--- config.mk ---
export PLATFORM = sky130hd
export DESIGN_NAME = if_fetch_stage
export DESIGN_NICKNAME = d
export VERILOG_FILES = /design/src/rtl/mips_defs.sv /design/src/rtl/fetch_fifo.sv /design/src/rtl/if_fetch_stage.sv
export SDC_FILE = /design/constraint.sdc
export NUM_CORES = 1
export LEC_CHECK = 0
export ABC_CLOCK_PERIOD_IN_PS = 3250
export BUFFER_PORTS_ARGS = -buffer_cell sky130_fd_sc_hd__buf_2
export CAP_MARGIN = 20
export CORE_MARGIN = 8
export CORE_UTILIZATION = 40
export DETAILED_ROUTE_END_ITERATION = 7
export HOLD_SLACK_MARGIN = 0.15
export PLACE_DENSITY = 0.72
export SYNTH_ARGS = -nofsm -noshare
export SYNTH_HDL_FRONTEND = slang
export SYNTH_SLANG_ARGS = --single-unit
--- constraint.sdc ---
create_clock -name clk -period 3.25 [get_ports clk]
set_input_delay 0.4875 -clock clk [delete_from_list [all_inputs] [get_ports clk]]
set_output_delay 0.4875 -clock clk [all_outputs]
set_load 0.05 [all_outputs]
--- src/rtl/mips_defs.sv ---
// Shared MIPS definitions: widths, opcodes and the fetch-buffer entry layout.
`timescale 1ns/1ps
package mips_defs;

    localparam int INSTR_W = 32;
    localparam int ADDR_W  = 32;

    localparam logic [5:0] OP_RTYPE = 6'h00;
    localparam logic [5:0] OP_J     = 6'h02;
    localparam logic [5:0] OP_JAL   = 6'h03;
    localparam logic [5:0] OP_BEQ   = 6'h04;
    localparam logic [5:0] OP_BNE   = 6'h05;
    localparam logic [5:0] OP_ADDI  = 6'h08;
    localparam logic [5:0] OP_LW    = 6'h23;
    localparam logic [5:0] OP_SW    = 6'h2B;

    localparam logic [INSTR_W-1:0] NOP = 32'h0000_0000;

    typedef struct packed {
        logic [ADDR_W-1:0]  pc4;
        logic [INSTR_W-1:0] instr;
    } fetch_entry_t;

    function automatic logic [5:0] opcode_of(input logic [INSTR_W-1:0] w);
        return w[31:26];
    endfunction

endpackage

--- src/rtl/fetch_fifo.sv ---
// Fetch buffer: DEPTH entries of {pc4, instr} with push/pop/flush and occupancy.
`timescale 1ns/1ps
module fetch_fifo
    import mips_defs::*;
#(
    parameter int DEPTH = 2
) (
    input  logic                   clk,
    input  logic                   rst_n,
    input  logic                   i_push,
    input  fetch_entry_t           i_data,
    input  logic                   i_pop,
    input  logic                   i_flush,
    output fetch_entry_t           o_head,
    output logic [$clog2(DEPTH):0] o_count,
    output logic                   o_empty
);

    localparam int AW = $clog2(DEPTH);
    localparam logic [AW:0] DEPTH_C = (AW+1)'(DEPTH);

    fetch_entry_t r_mem [DEPTH];
    logic [AW-1:0] r_wr;
    logic [AW-1:0] r_rd;
    logic [AW:0]   r_count;
    logic          w_push;
    logic          w_pop;

    assign w_pop  = i_pop && (r_count != '0);
    assign w_push = i_push && ((r_count != DEPTH_C) || w_pop);

    // Flush only rewinds pointers; stale data stays behind the cleared valid.
    always_ff @(posedge clk or negedge rst_n) begin
        if (!rst_n) begin
            for (int i = 0; i < DEPTH; i++) begin
                r_mem[i] <= '{pc4: '0, instr: NOP};
            end
            r_wr    <= '0;
            r_rd    <= '0;
            r_count <= '0;
        end else if (i_flush) begin
            r_wr    <= '0;
            r_rd    <= '0;
            r_count <= '0;
        end else begin
            if (w_push) begin
                r_mem[r_wr] <= i_data;
                r_wr        <= r_wr + 1'b1;
            end
            if (w_pop) begin
                r_rd <= r_rd + 1'b1;
            end
            r_count <= r_count + (AW+1)'(w_push) - (AW+1)'(w_pop);
        end
    end

    assign o_head  = r_mem[r_rd];
    assign o_count = r_count;
    assign o_empty = (r_count == '0);

endmodule

--- src/rtl/if_fetch_stage.sv ---
// Instruction fetch stage: PC, credit-limited imem requests, IF/ID buffer.
// Define IF_PERF_CNT_EN to add perf_fetch_cnt / perf_flush_cnt outputs.
`timescale 1ns/1ps
module if_fetch_stage
    import mips_defs::*;
#(
    parameter logic [31:0] RESET_PC   = 32'h0000_0000,
    parameter int          FIFO_DEPTH = 2
) (
    input  logic               clk,
    input  logic               rst_n,
    output logic               imem_req_valid,
    input  logic               imem_req_ready,
    output logic [ADDR_W-1:0]  imem_req_addr,
    input  logic               imem_rsp_valid,
    input  logic [INSTR_W-1:0] imem_rsp_data,
    input  logic               redirect_valid,
    input  logic [ADDR_W-1:0]  redirect_pc,
    output logic               ifid_valid,
    input  logic               ifid_ready,
    output logic [INSTR_W-1:0] ifid_instr,
    output logic [5:0]         ifid_opcode,
    output logic [ADDR_W-1:0]  ifid_pc4
`ifdef IF_PERF_CNT_EN
    ,
    output logic [31:0]        perf_fetch_cnt,
    output logic [31:0]        perf_flush_cnt
`endif
);

    localparam int CW = $clog2(FIFO_DEPTH) + 1;
    localparam logic [CW:0] DEPTH_C = (CW+1)'(FIFO_DEPTH);
    localparam logic [ADDR_W-1:0] PC0 = RESET_PC & ~32'd3;

    logic              r_started;
    logic [ADDR_W-1:0] r_pc;
    logic [ADDR_W-1:0] r_rsp_pc;
    logic [CW-1:0]     r_inflight;
    logic [CW-1:0]     r_drop;

    logic [CW-1:0]     w_count;
    logic [CW:0]       w_used;
    logic              w_empty;
    logic              w_hs;
    logic              w_rsp;
    logic              w_dropping;
    logic              w_push;
    logic              w_pop;
    logic [ADDR_W-1:0] w_redir_pc;
    fetch_entry_t      w_head;
    fetch_entry_t      w_push_data;

    assign w_redir_pc = redirect_pc & ~32'd3;
    assign w_pop      = ifid_valid && ifid_ready;

    // A pop this cycle frees a slot, so the credit check sees it already.
    assign w_used = {1'b0, r_inflight} + {1'b0, w_count} - (CW+1)'(w_pop);
    assign imem_req_valid = r_started && !redirect_valid && (w_used < DEPTH_C);
    assign imem_req_addr  = r_pc;
    assign w_hs           = imem_req_valid && imem_req_ready;

    // Responses with nothing outstanding belong to a pre-reset request.
    assign w_rsp       = imem_rsp_valid && (r_inflight != '0);
    assign w_dropping  = (r_drop != '0);
    assign w_push      = w_rsp && !w_dropping && !redirect_valid;
    assign w_push_data = '{pc4: r_rsp_pc + 32'd4, instr: imem_rsp_data};

    always_ff @(posedge clk or negedge rst_n) begin
        if (!rst_n) begin
            r_started  <= 1'b0;
            r_pc       <= PC0;
            r_rsp_pc   <= PC0;
            r_inflight <= '0;
            r_drop     <= '0;
        end else begin
            r_started  <= 1'b1;
            r_inflight <= r_inflight + CW'(w_hs) - CW'(w_rsp);
            if (redirect_valid) begin
                r_pc     <= w_redir_pc;
                r_rsp_pc <= w_redir_pc;
                r_drop   <= r_inflight - CW'(w_rsp);
            end else begin
                if (w_hs) begin
                    r_pc <= r_pc + 32'd4;
                end
                if (w_push) begin
                    r_rsp_pc <= r_rsp_pc + 32'd4;
                end
                if (w_rsp && w_dropping) begin
                    r_drop <= r_drop - 1'b1;
                end
            end
        end
    end

    fetch_fifo #(
        .DEPTH (FIFO_DEPTH)
    ) u_fifo (
        .clk     (clk),
        .rst_n   (rst_n),
        .i_push  (w_push),
        .i_data  (w_push_data),
        .i_pop   (w_pop),
        .i_flush (redirect_valid),
        .o_head  (w_head),
        .o_count (w_count),
        .o_empty (w_empty)
    );

    assign ifid_valid  = !w_empty;
    assign ifid_instr  = w_head.instr;
    assign ifid_opcode = opcode_of(w_head.instr);
    assign ifid_pc4    = w_head.pc4;

`ifdef IF_PERF_CNT_EN
    logic [31:0] r_fetch_cnt;
    logic [31:0] r_flush_cnt;
    logic        w_discard;

    assign w_discard = w_rsp && (w_dropping || redirect_valid);

    always_ff @(posedge clk or negedge rst_n) begin
        if (!rst_n) begin
            r_fetch_cnt <= '0;
            r_flush_cnt <= '0;
        end else begin
            r_fetch_cnt <= r_fetch_cnt + 32'(w_pop);
            r_flush_cnt <= r_flush_cnt + 32'(redirect_valid) + 32'(w_discard);
        end
    end

    assign perf_fetch_cnt = r_fetch_cnt;
    assign perf_flush_cnt = r_flush_cnt;
`endif

endmodule

# == Yosys cells after proc, flatten, opt, wreduce, memory -nomap -nowiden ==
# Cells that the tools add are included.
# classes
div_mod_pow,0
n_eq_ne,1
n_reduce_logical,25
n_lt_le_gt_ge,4
n_shift,0
n_bitwise,3
mux,17
add_sub_neg,12
multipliers,0
# op_table
operator,count
$mux W64,4
$bwmux W128,1
$mux W32,4
$add A32 B3 Y32 const B,2
$demux W64 S1,1
$reduce_bool A2 Y1,8
$logic_and A1 B1 Y1,11
$mux W2,3
$sub A2 B1 Y2,3
$add A2 B1 Y2,2
$ge A2 B2 Y1 const B,2
$mux W1,4
$not A1 Y2,2
$add A2 B2 Y3,1
$logic_not A1 Y1,3
$lt A3 B2 Y1 const B,1
$sub A3 B1 Y3,1
$add A1 B1 Y1 const B,2
$logic_not A2 Y1,1
$lt A2 B1 Y1 const B,1
$ne A2 B2 Y1 const B,1
$reduce_and A2 Y1,1
$sub A2 B1 Y2 const B,1
$logic_or A1 B1 Y1,1
$not A1 Y1,1
# totals
inputBits,70
mem_bits_rw,0
latch_bits,0
regBits,201
mem_bits_ro,0
n_memories,0
out_inout_bits,104

# == Longest topological paths before layout ==
# logic_depth
depth_word,9
mapped_depth,17
mapped_depth_nobuf,15

# == Modules after synthesis ==
# A second synthesis with hierarchy kept.
# unflattened
cells_unflattened,853
area_unflattened_um2,10103.4
# modules_own_cells
mod,area_per_inst_um2,n_inst,cells_each
fetch_fifo,5914.4,1,363
if_fetch_stage,4189.0,1,490

# == Least setup slack after synthesis ==
# No wires, ideal clock.
# synth_timing
path_type,flip-flop to flip-flop
start,"register u_fifo.r_count[1], in the netlist u_fifo.o_count[1]"
end,register r_inflight[1]
path_stages_with_launch,18
setup_ns,0.128
slack_ns,-0.526
arrival_ns,3.648
cell_sequence,dfrtp_1 > inv_1 > nand2_1 > and2_1 > ha_1 > inv_1 > nand2_1 > fa_1 > and4b_1 > and2_0 > clkbuf_1 > clkinv_1 > buf_1 > ha_1 > inv_1 > ha_1 > xnor2_1 > xnor2_1
# synth_between
elab_chain_cells,9
elab_cells_between_ends,10
cone_classes,add/sub: 4; order compare: 1; reduce/logical: 5
# synth_lines
element,line,source
from (decl),fetch_fifo.sv:25,logic [AW:0] r_count;
from (signal assigned),fetch_fifo.sv:53,r_count <= r_count + (AW+1)'(w_push) - (AW+1)'(w_pop);
$logic_not A2 Y1,fetch_fifo.sv:59,assign o_empty = (r_count == '0);
$logic_not A1 Y1,if_fetch_stage.sv:110,assign ifid_valid = !w_empty;
net ifid_valid,if_fetch_stage.sv:19,"output logic ifid_valid,"
$logic_and A1 B1 Y1,if_fetch_stage.sv:54,assign w_pop = ifid_valid && ifid_ready;
$sub A3 B1 Y3,if_fetch_stage.sv:57,"assign w_used = {1'b0, r_inflight} + {1'b0, w_count} - (CW+1)'(w_pop);"
$lt A3 B2 Y1,if_fetch_stage.sv:58,assign imem_req_valid = r_started && !redirect_valid && (w_used < DEPTH_C);
$logic_and A1 B1 Y1,if_fetch_stage.sv:58,
$logic_and A1 B1 Y1,if_fetch_stage.sv:60,assign w_hs = imem_req_valid && imem_req_ready;
$add A2 B1 Y2,if_fetch_stage.sv:77,r_inflight <= r_inflight + CW'(w_hs) - CW'(w_rsp);
$sub A2 B1 Y2,if_fetch_stage.sv:77,
to (signal assigned),if_fetch_stage.sv:77,
to (decl),if_fetch_stage.sv:38,logic [CW-1:0] r_inflight;
# The timed path passes the listed nets, and every way through them passes these cells.
# A chain may end at the register's enable or synchronous reset.

# == Worst setup path in the final report ==
# layout_timing
start,"register u_fifo.r_count[1], in the netlist u_fifo.o_count[1]"
end,output port imem_req_valid
# layout_between
elab_chain_cells,6
elab_cells_between_ends,7
cone_classes,add/sub: 2; order compare: 1; reduce/logical: 4
# layout_lines
element,line,source
branches (longest 3 deep; another with $add A2 B2 Y3),--,
$sub A3 B1 Y3 (*),if_fetch_stage.sv:57,
$lt A3 B2 Y1 (*),if_fetch_stage.sv:58,
$logic_and A1 B1 Y1 (*),if_fetch_stage.sv:58,
to (decl),if_fetch_stage.sv:12,"output logic imem_req_valid,"
# Every way passes the cells marked *.

==> impl_results.md <==
* Status: completed
* Crit path max fanout at 4
* Vias in the first global route at 7,465
* CTS Root Cell: clkbuf_16
* Clock tree buffer depth at 2
* Initial core utilization at 40.8%
* RSZ-0062 raised after global routing: yes
* Routability Congestion at 0.886
* Hold WS at 267 ps
* Tcrit/Tclk final at between 90% and 100%
* IO Port Bufs at roughly 170
* CP max stage cell: fa_1
* CP endpoint kind: output pin
* Startpoint Class: flip-flop
* Design area at around 12,000 um^2
* GRT Residual Overflow at 0
* Nets at 1,196
* Layout cells sized above 1 at between 30% and 40%
* Critical Path RT at 2760 ps
* Max stage delay on crit path at between 400 and 500 ps
* 1st-iter DRT viols at approximately 600
* Post-route setup slack at 76.6 ps
* Core area at ~24,000 um^2
* HP Class: input port to flip-flop
* Synth warnings at 0
* # DRC at 0
* Worst slack, placed at roughly 67 ps
* DPL Wire Length at 17,400 um
* Fmax at 315 MHz
* Post-CTS setup buffers at 0
* Antenna violations before repair at 0
* Largest net degree at the start of global routing at 92
* Largest area contributor in the netlist: dfrtp_1
* Worst-path clk slew at 70 ps
* Max-Cap Viols at 0
* TritonCTS clock tree: yes
* Top_reg_cell synth: dfrtp_1
* Top Ports at ~170
* Count leader, synth: nand2_1
* Vias per cell at 5.12
* Syn avg cell area at 10.1 um^2
* Largest cells by area after synthesis: dfrtp_1 49%, mux2_2 13%, nand2_1 7.9%, xnor2_1 4.2%, o21ai_0 3.1%
* Synth top cells by count: 209 x nand2_1, 193 x dfrtp_1, 118 x mux2_2, 61 x o21ai_0, 48 x xnor2_1
* Peak supply drop at slightly above 0.0006 V
* Critical path type: flip-flop to output pin
* Area Growth Syn to Fin at 17.5%
* Post-synth EDFFs at 0
* Syn Inst Count at around 980
* Pins over their slew limit at 0
* TritonRoute pass-1 iters at 5
* Distinct cells, synth at 59
* H-Tree Depth at 4
* Min cycle time layout at between 3000 and 4000 ps
* Number of fill cells at between 2,000 and 2,500
* Setup TNS at 0 ps
* Relative slew margins at 42.1%
* Seq/Total Area, Yosys at 48.6%
* Via count at around 7,400
* PwrDens at between 900 and 1000 nW/um^2
* Die Width at between 150 and 200 um
* Top cell type's share of synthesized area at approximately 50%
* Async SR Flop Fraction at between 90% and 100%
* WP data arrival at roughly 2700 ps
* Post-Layout Cell Count at roughly 1,500
* Clock Skews at approximately 11 ps
* Setup violations, final at 0
* Synth Cell Area at approximately 10000 um^2
* Placement Cell Area at approximately 11,000 um^2
* Synth Register Bits at slightly below 200
* First-pass GRT wire length at 39,700 um
* WL final at 24,400 um
* Sequence of cells on the critical path: inv_2 > nand2_8 > and2_4 > ha_1 > inv_1 > nand2_1 > fa_1 > xor2_2 > buf_4 > and4_1 > buf_6
* Lkg Pwr at 0.00526 uW
* Diode count at 0
* Clock Sinks at just under 200
* Die footprint at between 30,000 and 40,000 um^2
* Die Y at 174 um
* Rows at 57
* Fin. Hold Viols at 0
* Slew @ Worst Pin at about 860 ps
* Post-Place Cells at 1,419
* WL per Instance at between 15 and 20 um
* Inserted Clock Buffers at 17
* Final ANT Viol Nets at 0
* Worst skew pair latency at 420 ps
* GRT Util Overall at between 10% and 20%
-- area by class of cell --
class	instances	area (um^2)	area share (%)
multi-input combinational	702	4770	40.9
clock inverter	12	101	0.869
inverter	15	61.3	0.525
sequential	193	4830	41.4
timing repair buffer	186	1050	8.96
tap	324	405	3.47
clock buffer	20	457	3.91
-- through the flow --
step                total power (uW)  utilization, %
finish                         11000            48.0
global route                   11700            48.0
CTS                            11100            47.9
detailed placement              9080            45.6
global placement                8970            45.6
floorplan                       7840               -
-- worst max-delay path, delay by kind of cell, from the launching register on --
family        cells  cell delay [ps]
xor+xnor          1              170
fa+ha+maj         2              680
buf+inv           4              520
flops             1              400
simple gates      4              500
-- flip-flops by register name, summed over array words and instances (netlist names) --
signal	cells
imem_req_addr	30
u_fifo.r_rd	1
u_fifo.r_wr	1
r_rsp_pc	30
r_started	1
u_fifo.r_mem	124
r_inflight	2
r_drop	2
u_fifo.o_count	2
-- routing by layer --
layer / vias to the layer above / wire (um) / track usage (%)
li1: 3601 / - / -
met3: 13 / 1690 / 4.31
met4: 0 / 193 / 3.16
met5: - / 0 / 0
met2: 235 / 10700 / 24.3
met1: 3581 / 11800 / 22.6
-- power breakdown --
group	switching, uW	total, uW	internal, uW
Clock	946	1990	1040
Sequential	520	3730	3210
Combinational	3630	5300	1670
-- repair_timing --
action	4_1_cts	5_1_grt
gates resized for setup	1	3
endpoints found under the setup margin	1	9
pin swaps	0	1
hold buffers	1	0
hold endpoints to repair	36	0
-- placed cells by master, fill, tap and decap left out, drive strengths merged, types with 19 or more instances in the layout --
| cell type | instances |
|---|---|
| nand3 | 42 |
| nand4 | 21 |
| buf | 184 |
| nor3 | 19 |
| xnor2 | 48 |
| dfrtp | 193 |
| clkbuf | 21 |
| xor2 | 33 |
| nand2 | 209 |
| nor2 | 28 |
| inv | 19 |
| mux2 | 118 |
| o21ai | 73 |
-- worst paths after layout --
path / startpoint / endpoint / slack, ps / cells after the start
worst max-delay path: u_fifo.o_count[1] / imem_req_valid / 80 / 11
worst min-delay path: imem_rsp_data[27] / u_fifo.r_mem[27] / 270 / 3
worst max register to register: u_fifo.o_count[1] / imem_req_addr[7] / 120 / 14
worst min register to register: u_fifo.r_mem[6] / u_fifo.r_mem[6] / 470 / 2
max in group asynchronous: rst_n / u_fifo.r_mem[74] / 1720 / 3
min in group asynchronous: rst_n / r_started / 680 / 2
-- kinds of logic after synthesis --
| family | after synthesis | synth area share [%] |
|---|---|---|
| AOI/OAI and AO/OA | 116 | 7.03 |
| xor gates and xnor gates | 81 | 7.14 |
| buffers and inverters | 87 | 3.84 |
| muxes | 118 | 13.4 |
| DFF | 193 | 48.6 |
| other | 2 | 0.0756 |
| and+or+nand+nor | 371 | 18.4 |
| adders and majority gates | 11 | 1.46 |
Power figures use the tool's default switching activity.
